File: config.mk
export PLATFORM = sky130hd
export DESIGN_NAME = memory_controller
export DESIGN_NICKNAME = d
export VERILOG_FILES = /design/src/rtl/memory_controller.sv
export SDC_FILE = /design/constraint.sdc
export NUM_CORES = 1
export LEC_CHECK = 0
export CAP_MARGIN = 20
export CORE_MARGIN = 3
export CORE_UTILIZATION = 55
export CTS_BUF_LIST = sky130_fd_sc_hd__clkbuf_8
export DETAILED_ROUTE_END_ITERATION = 10
export PLACE_DENSITY = 0.95
export RECOVER_POWER = 100
export REMOVE_ABC_BUFFERS = 1
export SLEW_MARGIN = 20
export SYNTH_ARGS = -nofsm -noshare
export SYNTH_HDL_FRONTEND = slang
export SYNTH_SLANG_ARGS = --single-unit
File: constraint.sdc
create_clock -name clk_in -period 6.79 [get_ports clk_in]
set_input_delay 1.0185 -clock clk_in [delete_from_list [all_inputs] [get_ports clk_in]]
set_output_delay 1.0185 -clock clk_in [all_outputs]
set_load 0.005 [all_outputs]
File: src/rtl/memory_controller.sv
// Byte-serial memory controller: arbitrates LSB and fetch requests, splits each access into
// little-endian byte transfers on an 8-bit RAM/IO bus and returns extended load data.
module memory_controller #(
  parameter logic [31:0] IO_BASE = 32'h0003_0000
) (
  input  logic        clk_in,
  input  logic        rst_in,
  input  logic        rdy_in,
  input  logic        flush,
  input  logic        lsb_en,
  input  logic [31:0] lsb_addr,
  input  logic [3:0]  lsb_type,
  input  logic [31:0] lsb_write_data,
  output logic        lsb_rdy,
  output logic [31:0] lsb_read_data,
  input  logic        if_en,
  input  logic [31:0] if_addr,
  output logic        if_rdy,
  output logic [31:0] if_data,
  input  logic [7:0]  mem_din,
  output logic [7:0]  mem_dout,
  output logic [31:0] mem_a,
  output logic        mem_wr,
  input  logic        io_buffer_full
);

  typedef enum logic [1:0] {StIdle, StAccess, StDone} state_e;

  state_e      state_q, state_d;
  logic        src_lsb_q, src_lsb_d;
  logic        write_q, write_d;
  logic        unsigned_q, unsigned_d;
  logic [2:0]  n_q, n_d;
  logic [2:0]  i_q, i_d;
  logic [31:0] addr_q, addr_d;
  logic [31:0] wdata_q, wdata_d;
  logic [31:0] rbuf_q, rbuf_d;
  logic [31:0] lsb_data_q, lsb_data_d;
  logic [31:0] if_data_q, if_data_d;
  logic [31:0] ext;
  logic        is_io, stall, last_wr, last_rd;

  assign is_io   = addr_q[17:16] == IO_BASE[17:16];
  assign stall   = write_q & is_io & io_buffer_full;
  assign last_wr = i_q == n_q - 3'd1;
  // A read needs one extra cycle after the final address to capture its byte.
  assign last_rd = i_q == n_q;

  assign lsb_read_data = lsb_data_q;
  assign if_data       = if_data_q;

  always_ff @(posedge clk_in) begin
    if (rst_in) begin
      state_q <= StIdle;
    end else if (rdy_in) begin
      state_q <= state_d;
    end
  end

  always_comb begin
    state_d = state_q;
    unique case (state_q)
      StIdle: begin
        if (lsb_en || if_en) state_d = StAccess;
      end
      StAccess: begin
        if (write_q) begin
          if (!stall && last_wr) state_d = StDone;
        end else if (flush) begin
          state_d = StIdle;
        end else if (last_rd) begin
          state_d = StDone;
        end
      end
      StDone:  state_d = StIdle;
      default: state_d = StIdle;
    endcase
  end

  always_comb begin
    src_lsb_d  = src_lsb_q;
    write_d    = write_q;
    unsigned_d = unsigned_q;
    n_d        = n_q;
    i_d        = i_q;
    addr_d     = addr_q;
    wdata_d    = wdata_q;
    rbuf_d     = rbuf_q;
    lsb_data_d = lsb_data_q;
    if_data_d  = if_data_q;
    ext        = 32'd0;
    unique case (state_q)
      StIdle: begin
        i_d    = 3'd0;
        rbuf_d = 32'd0;
        if (lsb_en) begin
          src_lsb_d  = 1'b1;
          addr_d     = lsb_addr;
          write_d    = lsb_type[3];
          unsigned_d = lsb_type[2];
          wdata_d    = lsb_write_data;
          n_d        = (lsb_type[1:0] == 2'b00) ? 3'd1 : (lsb_type[1:0] == 2'b01) ? 3'd2 : 3'd4;
        end else if (if_en) begin
          src_lsb_d  = 1'b0;
          addr_d     = if_addr;
          write_d    = 1'b0;
          unsigned_d = 1'b1;
          n_d        = 3'd4;
        end
      end
      StAccess: begin
        if (write_q) begin
          if (!stall) i_d = i_q + 3'd1;
        end else begin
          i_d = i_q + 3'd1;
          for (int b = 0; b < 4; b++) begin
            if (i_q == 3'(b + 1)) rbuf_d[8*b +: 8] = mem_din;
          end
          if (n_q == 3'd1)      ext = {{24{~unsigned_q & rbuf_d[7]}}, rbuf_d[7:0]};
          else if (n_q == 3'd2) ext = {{16{~unsigned_q & rbuf_d[15]}}, rbuf_d[15:0]};
          else                  ext = rbuf_d;
          if (last_rd && !flush) begin
            if (src_lsb_q) lsb_data_d = ext;
            else           if_data_d  = ext;
          end
        end
      end
      default: ;
    endcase
  end

  always_ff @(posedge clk_in) begin
    if (rst_in) begin
      src_lsb_q  <= 1'b0;
      write_q    <= 1'b0;
      unsigned_q <= 1'b0;
      n_q        <= 3'd0;
      i_q        <= 3'd0;
      addr_q     <= 32'd0;
      wdata_q    <= 32'd0;
      rbuf_q     <= 32'd0;
      lsb_data_q <= 32'd0;
      if_data_q  <= 32'd0;
    end else if (rdy_in) begin
      src_lsb_q  <= src_lsb_d;
      write_q    <= write_d;
      unsigned_q <= unsigned_d;
      n_q        <= n_d;
      i_q        <= i_d;
      addr_q     <= addr_d;
      wdata_q    <= wdata_d;
      rbuf_q     <= rbuf_d;
      lsb_data_q <= lsb_data_d;
      if_data_q  <= if_data_d;
    end
  end

  always_comb begin
    mem_a    = 32'd0;
    mem_dout = 8'd0;
    mem_wr   = 1'b0;
    lsb_rdy  = 1'b0;
    if_rdy   = 1'b0;
    unique case (state_q)
      StAccess: begin
        if (write_q || !last_rd) mem_a = addr_q + {29'd0, i_q};
        if (write_q) begin
          mem_dout = 8'(wdata_q >> {i_q, 3'b000});
          mem_wr   = rdy_in & ~stall;
        end
      end
      StDone: begin
        // Stores always report completion; a flush only cancels a read's pulse.
        if (src_lsb_q) lsb_rdy = rdy_in & (write_q | ~flush);
        else           if_rdy  = rdy_in & ~flush;
      end
      default: ;
    endcase
  end

endmodule

### Word-level counts from Yosys, hierarchy flattened

Index checks and enable logic that the tools add are counted.

| storage, ports and cells | value |
|---|---|
| bits in registers | 171 |
| output and inout bits | 107 |
| logic and storage cells | 105 |

| cells by class | value |
|---|---|
| add/sub/neg operators | 3 |
| equality and inequality tests | 17 |
| shift operators | 1 |
| muxes and demuxes | 42 |
| bitwise operators | 13 |
| reductions and logical operators | 18 |

Operators by type and width:

| kind | count |
|---|---|
| $mux 32 | 7 |
| $mux 8 | 10 |
| $pmux 32 s2 | 1 |
| $add 32x3->32 | 1 |
| $shr 32x6->8 | 1 |
| $mux 3 | 6 |
| $reduce_and 3->1 | 4 |
| $mux 1 | 11 |
| $mux 2 | 5 |
| $reduce_and 5->1 | 2 |
| $eq 3x2->1 const B | 3 |
| $and 1x1->1 | 7 |
| $eq 3x1->1 const B | 2 |
| $eq 3x3->1 | 2 |
| $ne 3x3->1 const B | 2 |
| $pmux 3 s2 | 1 |
| $not 1->1 | 5 |
| $eq 2x1->1 const B | 2 |
| $eq 2x2->1 const B | 2 |
| $logic_not 2->1 | 2 |
| $ne 2x2->1 const B | 2 |
| $ne 4x4->1 const B | 1 |
| $pmux 2 s2 | 1 |
| $reduce_and 4->1 | 1 |
| other kinds (8) | 13 |

### Depth between registers and ports, before layout

| logic depth | value |
|---|---|
| depth in word-level cells | 8 |
| depth in mapped cells | 10 |
| mapped depth without buffers | 7 |

### Worst setup path before layout

No wires, ideal clock.

| path | value |
|---|---|
| path type | register to output |
| start | register i_q[1] |
| end | output port mem_a[20] |
| arrival | 2.554 ns |
| required time | 5.772 ns |
| path slack | 3.218 ns |
| cell stages (with the launch flop) | 9 |
| buffers on the path | 2 |
| cells stage by stage | dfxtp_1 buf_1 inv_1 fa_1 nor2b_1 o21ai_1 clkbuf_1 or4_1 a21oi_1 |

| on the way | value |
|---|---|
| word-level cells in the longest chain between the ends | 5 |
| elaborated cells on any way between the ends | 6 |
| those cells by class | add/sub (1); eq/ne (1); mux (2); reduce/logical (2) |

Ends and longest elaborated chain:

| item | line | text |
|---|---|---|
| start: declaration | 34 | `logic [2:0] i_q, i_d;` |
| start signal: assignment | 149 | `i_q <= i_d;` |
| parallel branches: the longest is 3 deep, another holds $add 32x3->32 | -- |  |
| $mux 32 * | 166 | `if (write_q \|\| !last_rd) mem_a = addr_q + {29'd0, i_q};` |
| $mux 32 * | 164 | `unique case (state_q)` |
| end: declaration | 22 | `output logic [31:0] mem_a,` |

Every way passes the cells marked *.

### Worst setup path in the final report

| path | value |
|---|---|
| start | register i_q[0] |
| end | output port mem_a[16] |

Same word-level chain as after synthesis.

==> results.md <==
* Fmax at approximately 190 MHz
* Hold EP: wdata_q[2]$_SDFFE_PP0P_
* Clk network pwr share at 0.331
* Fill cells at 1159
* WS Path Type: reg2out
* RR Endpoint: lsb_read_data[18]$_SDFFE_PP0P_
* Synth Register Bits at ~170
* DRT Wirelength at 24600 um
* Num CTS Buffers at 17
* Finished Layout Cells at between 1000 and 1500
* TNS Setup at 0 ns
* Port bufs at 221
* Crit start category: register
* Gate power share at 0.139
* Clock Path Buffers at 2
* Largest net degree at the start of global routing at about 120
* Cts hold-fix bufs at 0
* Clock skew at about 0.013 ns
* Final Setup Violations at 0
* H-tree depth at 4
* Core area at between 15000 and 20000 um^2
* Reg2reg setup slack at approximately 2.6 ns
* Hold Crit Start: wdata_q[2]$_SDFFE_PP0P_
* Net Sw Power at roughly 0.55 mW
* Reg2reg start: i_q[2]$_SDFFE_PP0P_
* Commonest non-fill, non-tap cell in the layout: dfxtp_1
* Total global-route track usage at 0.273
* Die Wd at 132 um
* Die height at 132 um
* Ys async rst share at 0
* Residual DRC count at 0
* Post-CTS Setup Bufs at 0
* Cell Int Power at 1.48 mW
* Clk_lat worst skew at 0.45 ns
* Fin crit share at 0.774
* Share of cells above drive strength 1 at 0.0500
* First-pass GRT wire length at between 30000 and 40000 um
* Initial core utilization at 0.568
* Synth area leaders: dfxtp_1 (39%), a21oi_1 (7.3%), a211oi_1 (7.0%)
* Detail Placement HPWL at around 17000 um
* Root Buffer: clkbuf_8
* Area grow syn2layout at 27.6%
* Seq pwr share at 0.531
* ANT cells at 0
* Area leader, netlist: dfxtp_1
* Slew Viols, Final at around 190
* Max-cap violation count at 6
* Failing checks: max-capacitance violations, max-slew violations
* Final WS setup at between 1.5 and 2 ns
* Worst hold path class: reg2reg
* CP Max Fanout at 15
* Commonest cells after routing, fill and taps aside: dfxtp_1 (171), a21oi_1 (127), clkdlybuf4s50_1 (115)
* VDD IR max at between 100 and 150 uV
* Die area at between 15000 and 20000 um^2
* GP Congestion at approximately 0.89
* Post-Syn Area at around 8700 um^2
* Final Hold Viols at 0
* PwrDens at 182 nW/um^2
* Post-synthesis sequential area ratio at 0.392
* Clock transition at path regs at 0.09 ns
* DP Area at ~11000 um^2
* Pre-CTS setup slack at 2.23 ns
* Syn_area_per_cell at about 8.5 um^2
* Synth top area share at 0.392
* Nets at 1295
* Outcome: finished with violations
* Avg Vias per Cell at ~6
* Post-route cell area at approximately 11000 um^2
* TritonRoute pass-1 iters at 5
* RSZ-0062 raised after global routing: false
* Vias in the first global route at ~8000
* Avg WL per Cell at ~18 um
* Worst setup EP type: output pin
* Sw frac at 0.271
* FP Rows at 45
* Antenna Nets Post-Route at 0
* Worst reg2reg path depth at 4
* Leakage dissipation at roughly 4 nW
* Yosys cell types at 56
* CTS sink count at 171
* CTS tree: built
* Post-synth EDFFs at 0
* Placed Cells at 1359
* Post-CTS resize count at 0
* Actual slew at the worst max-slew pin at around 2.6 ns
* Hold Path Stages at 2
* Total number of vias at between 8000 and 9000
* I/O Pins at between 200 and 250
* Slew margin rel. at -0.763
* Ys Warns at 0
* Cells after synthesis at between 1000 and 1500
* Primary FF master, synth: dfxtp_1
* Global route overflow at 0
* Critical Path RT at approximately 5.8 ns
* Initial antenna violation count at 0
* Worst EP arrival at around 4.2 ns
* Iter 0 DRT Violations at 900
* Clock period minus worst slack at between 5 and 6 ns
-- sequential cells by signal (all words and copies together), names as in the netlist --
name	flops
addr_q	32
if_data	32
lsb_read_data	32
rbuf_q	32
wdata_q	32
i_q	3
n_q	3
state_q	2
src_lsb_q	1
unsigned_q	1
write_q	1
-- kinds of logic (layout without fill, tap and decap cells) --
family / Yosys count / count (layout) / share of synthesized area
buf+inv: 120 / 279 / 0.0615
xor+xnor: 10 / 10 / 0.0133
fa+ha+maj: 12 / 12 / 0.0181
compound gates: 329 / 329 / 0.246
mux: 65 / 65 / 0.0865
simple gates: 315 / 315 / 0.182
flops: 171 / 171 / 0.392
-- critical path: stages, from the launching register on --
cell and delay (ns):
dfxtp_1 0.87, ha_1 0.29, inv_1 0.05, fa_1 0.39
nor2b_1 0.35, o21ai_0 0.45, or4_1 0.64, a21oi_1 0.15
dlygate4sd3_1 0.59
-- metal layers --
layer,up-vias,global-route usage,part of all wire
li1,4046,-,-
met1,3927,0.331,0.41
met3,49,0.0664,0.066
met2,342,0.471,0.50
met4,0,0.102,0.025
met5,-,0,0
-- Yosys cell counts (all sizes together) (18+ instances only) --
master,n
dfxtp,171
a21oi,127
nor2,96
nand2,83
a211oi,82
clkbuf,61
mux2i,56
buf,42
a22oi,33
o21ai,25
nand4,21
nand3,18
-- per-stage QoR --
stage | utilization | total power [mW] | hold slack (ns)
floorplan | - | 1.22 | 0.427
global placement | 0.704 | 1.37 | 0.439
detailed placement | 0.704 | 1.38 | 0.447
CTS | 0.728 | 2.04 | 0.459
global route | 0.725 | 2.11 | 0.479
finish | 0.725 | 2.03 | 0.459
-- power by group through the flow --
stage / sequential (mW) / combinational, mW / clock, mW
2_1_floorplan: 1.09 / 0.135 / 0
3_3_place_gp: 1.10 / 0.273 / 0
3_5_place_dp: 1.10 / 0.284 / 0
4_1_cts: 1.08 / 0.285 / 0.682
5_1_grt: 1.08 / 0.307 / 0.721
6_report: 1.08 / 0.282 / 0.671
-- layout make-up --
type	instances	area (um^2)	share of cell area
clock buffer	19	262	0.0235
inverter	17	63.8	0.00573
tap	211	264	0.0237
clock inverter	13	105	0.00943
sequential	171	3420	0.307
timing repair buffer	230	2260	0.203
multi-input combinational	731	4760	0.428
-- how the worst max path moves through the flow --
stage,cells after the start,to,slack (ns),from
after floorplan,3,addr_q[0]$_SDFFE_PP0P_,1.88,rdy_in
after global placement,8,mem_a[20],2.34,i_q[0]$_SDFFE_PP0P_
after detailed placement,8,mem_a[16],2.23,i_q[0]$_SDFFE_PP0P_
after CTS,8,mem_a[16],1.74,i_q[0]$_SDFFE_PP0P_
after global routing,8,mem_a[16],1.19,i_q[0]$_SDFFE_PP0P_
final,8,mem_a[16],1.53,i_q[0]$_SDFFE_PP0P_
(Power assumes the default switching activity.)
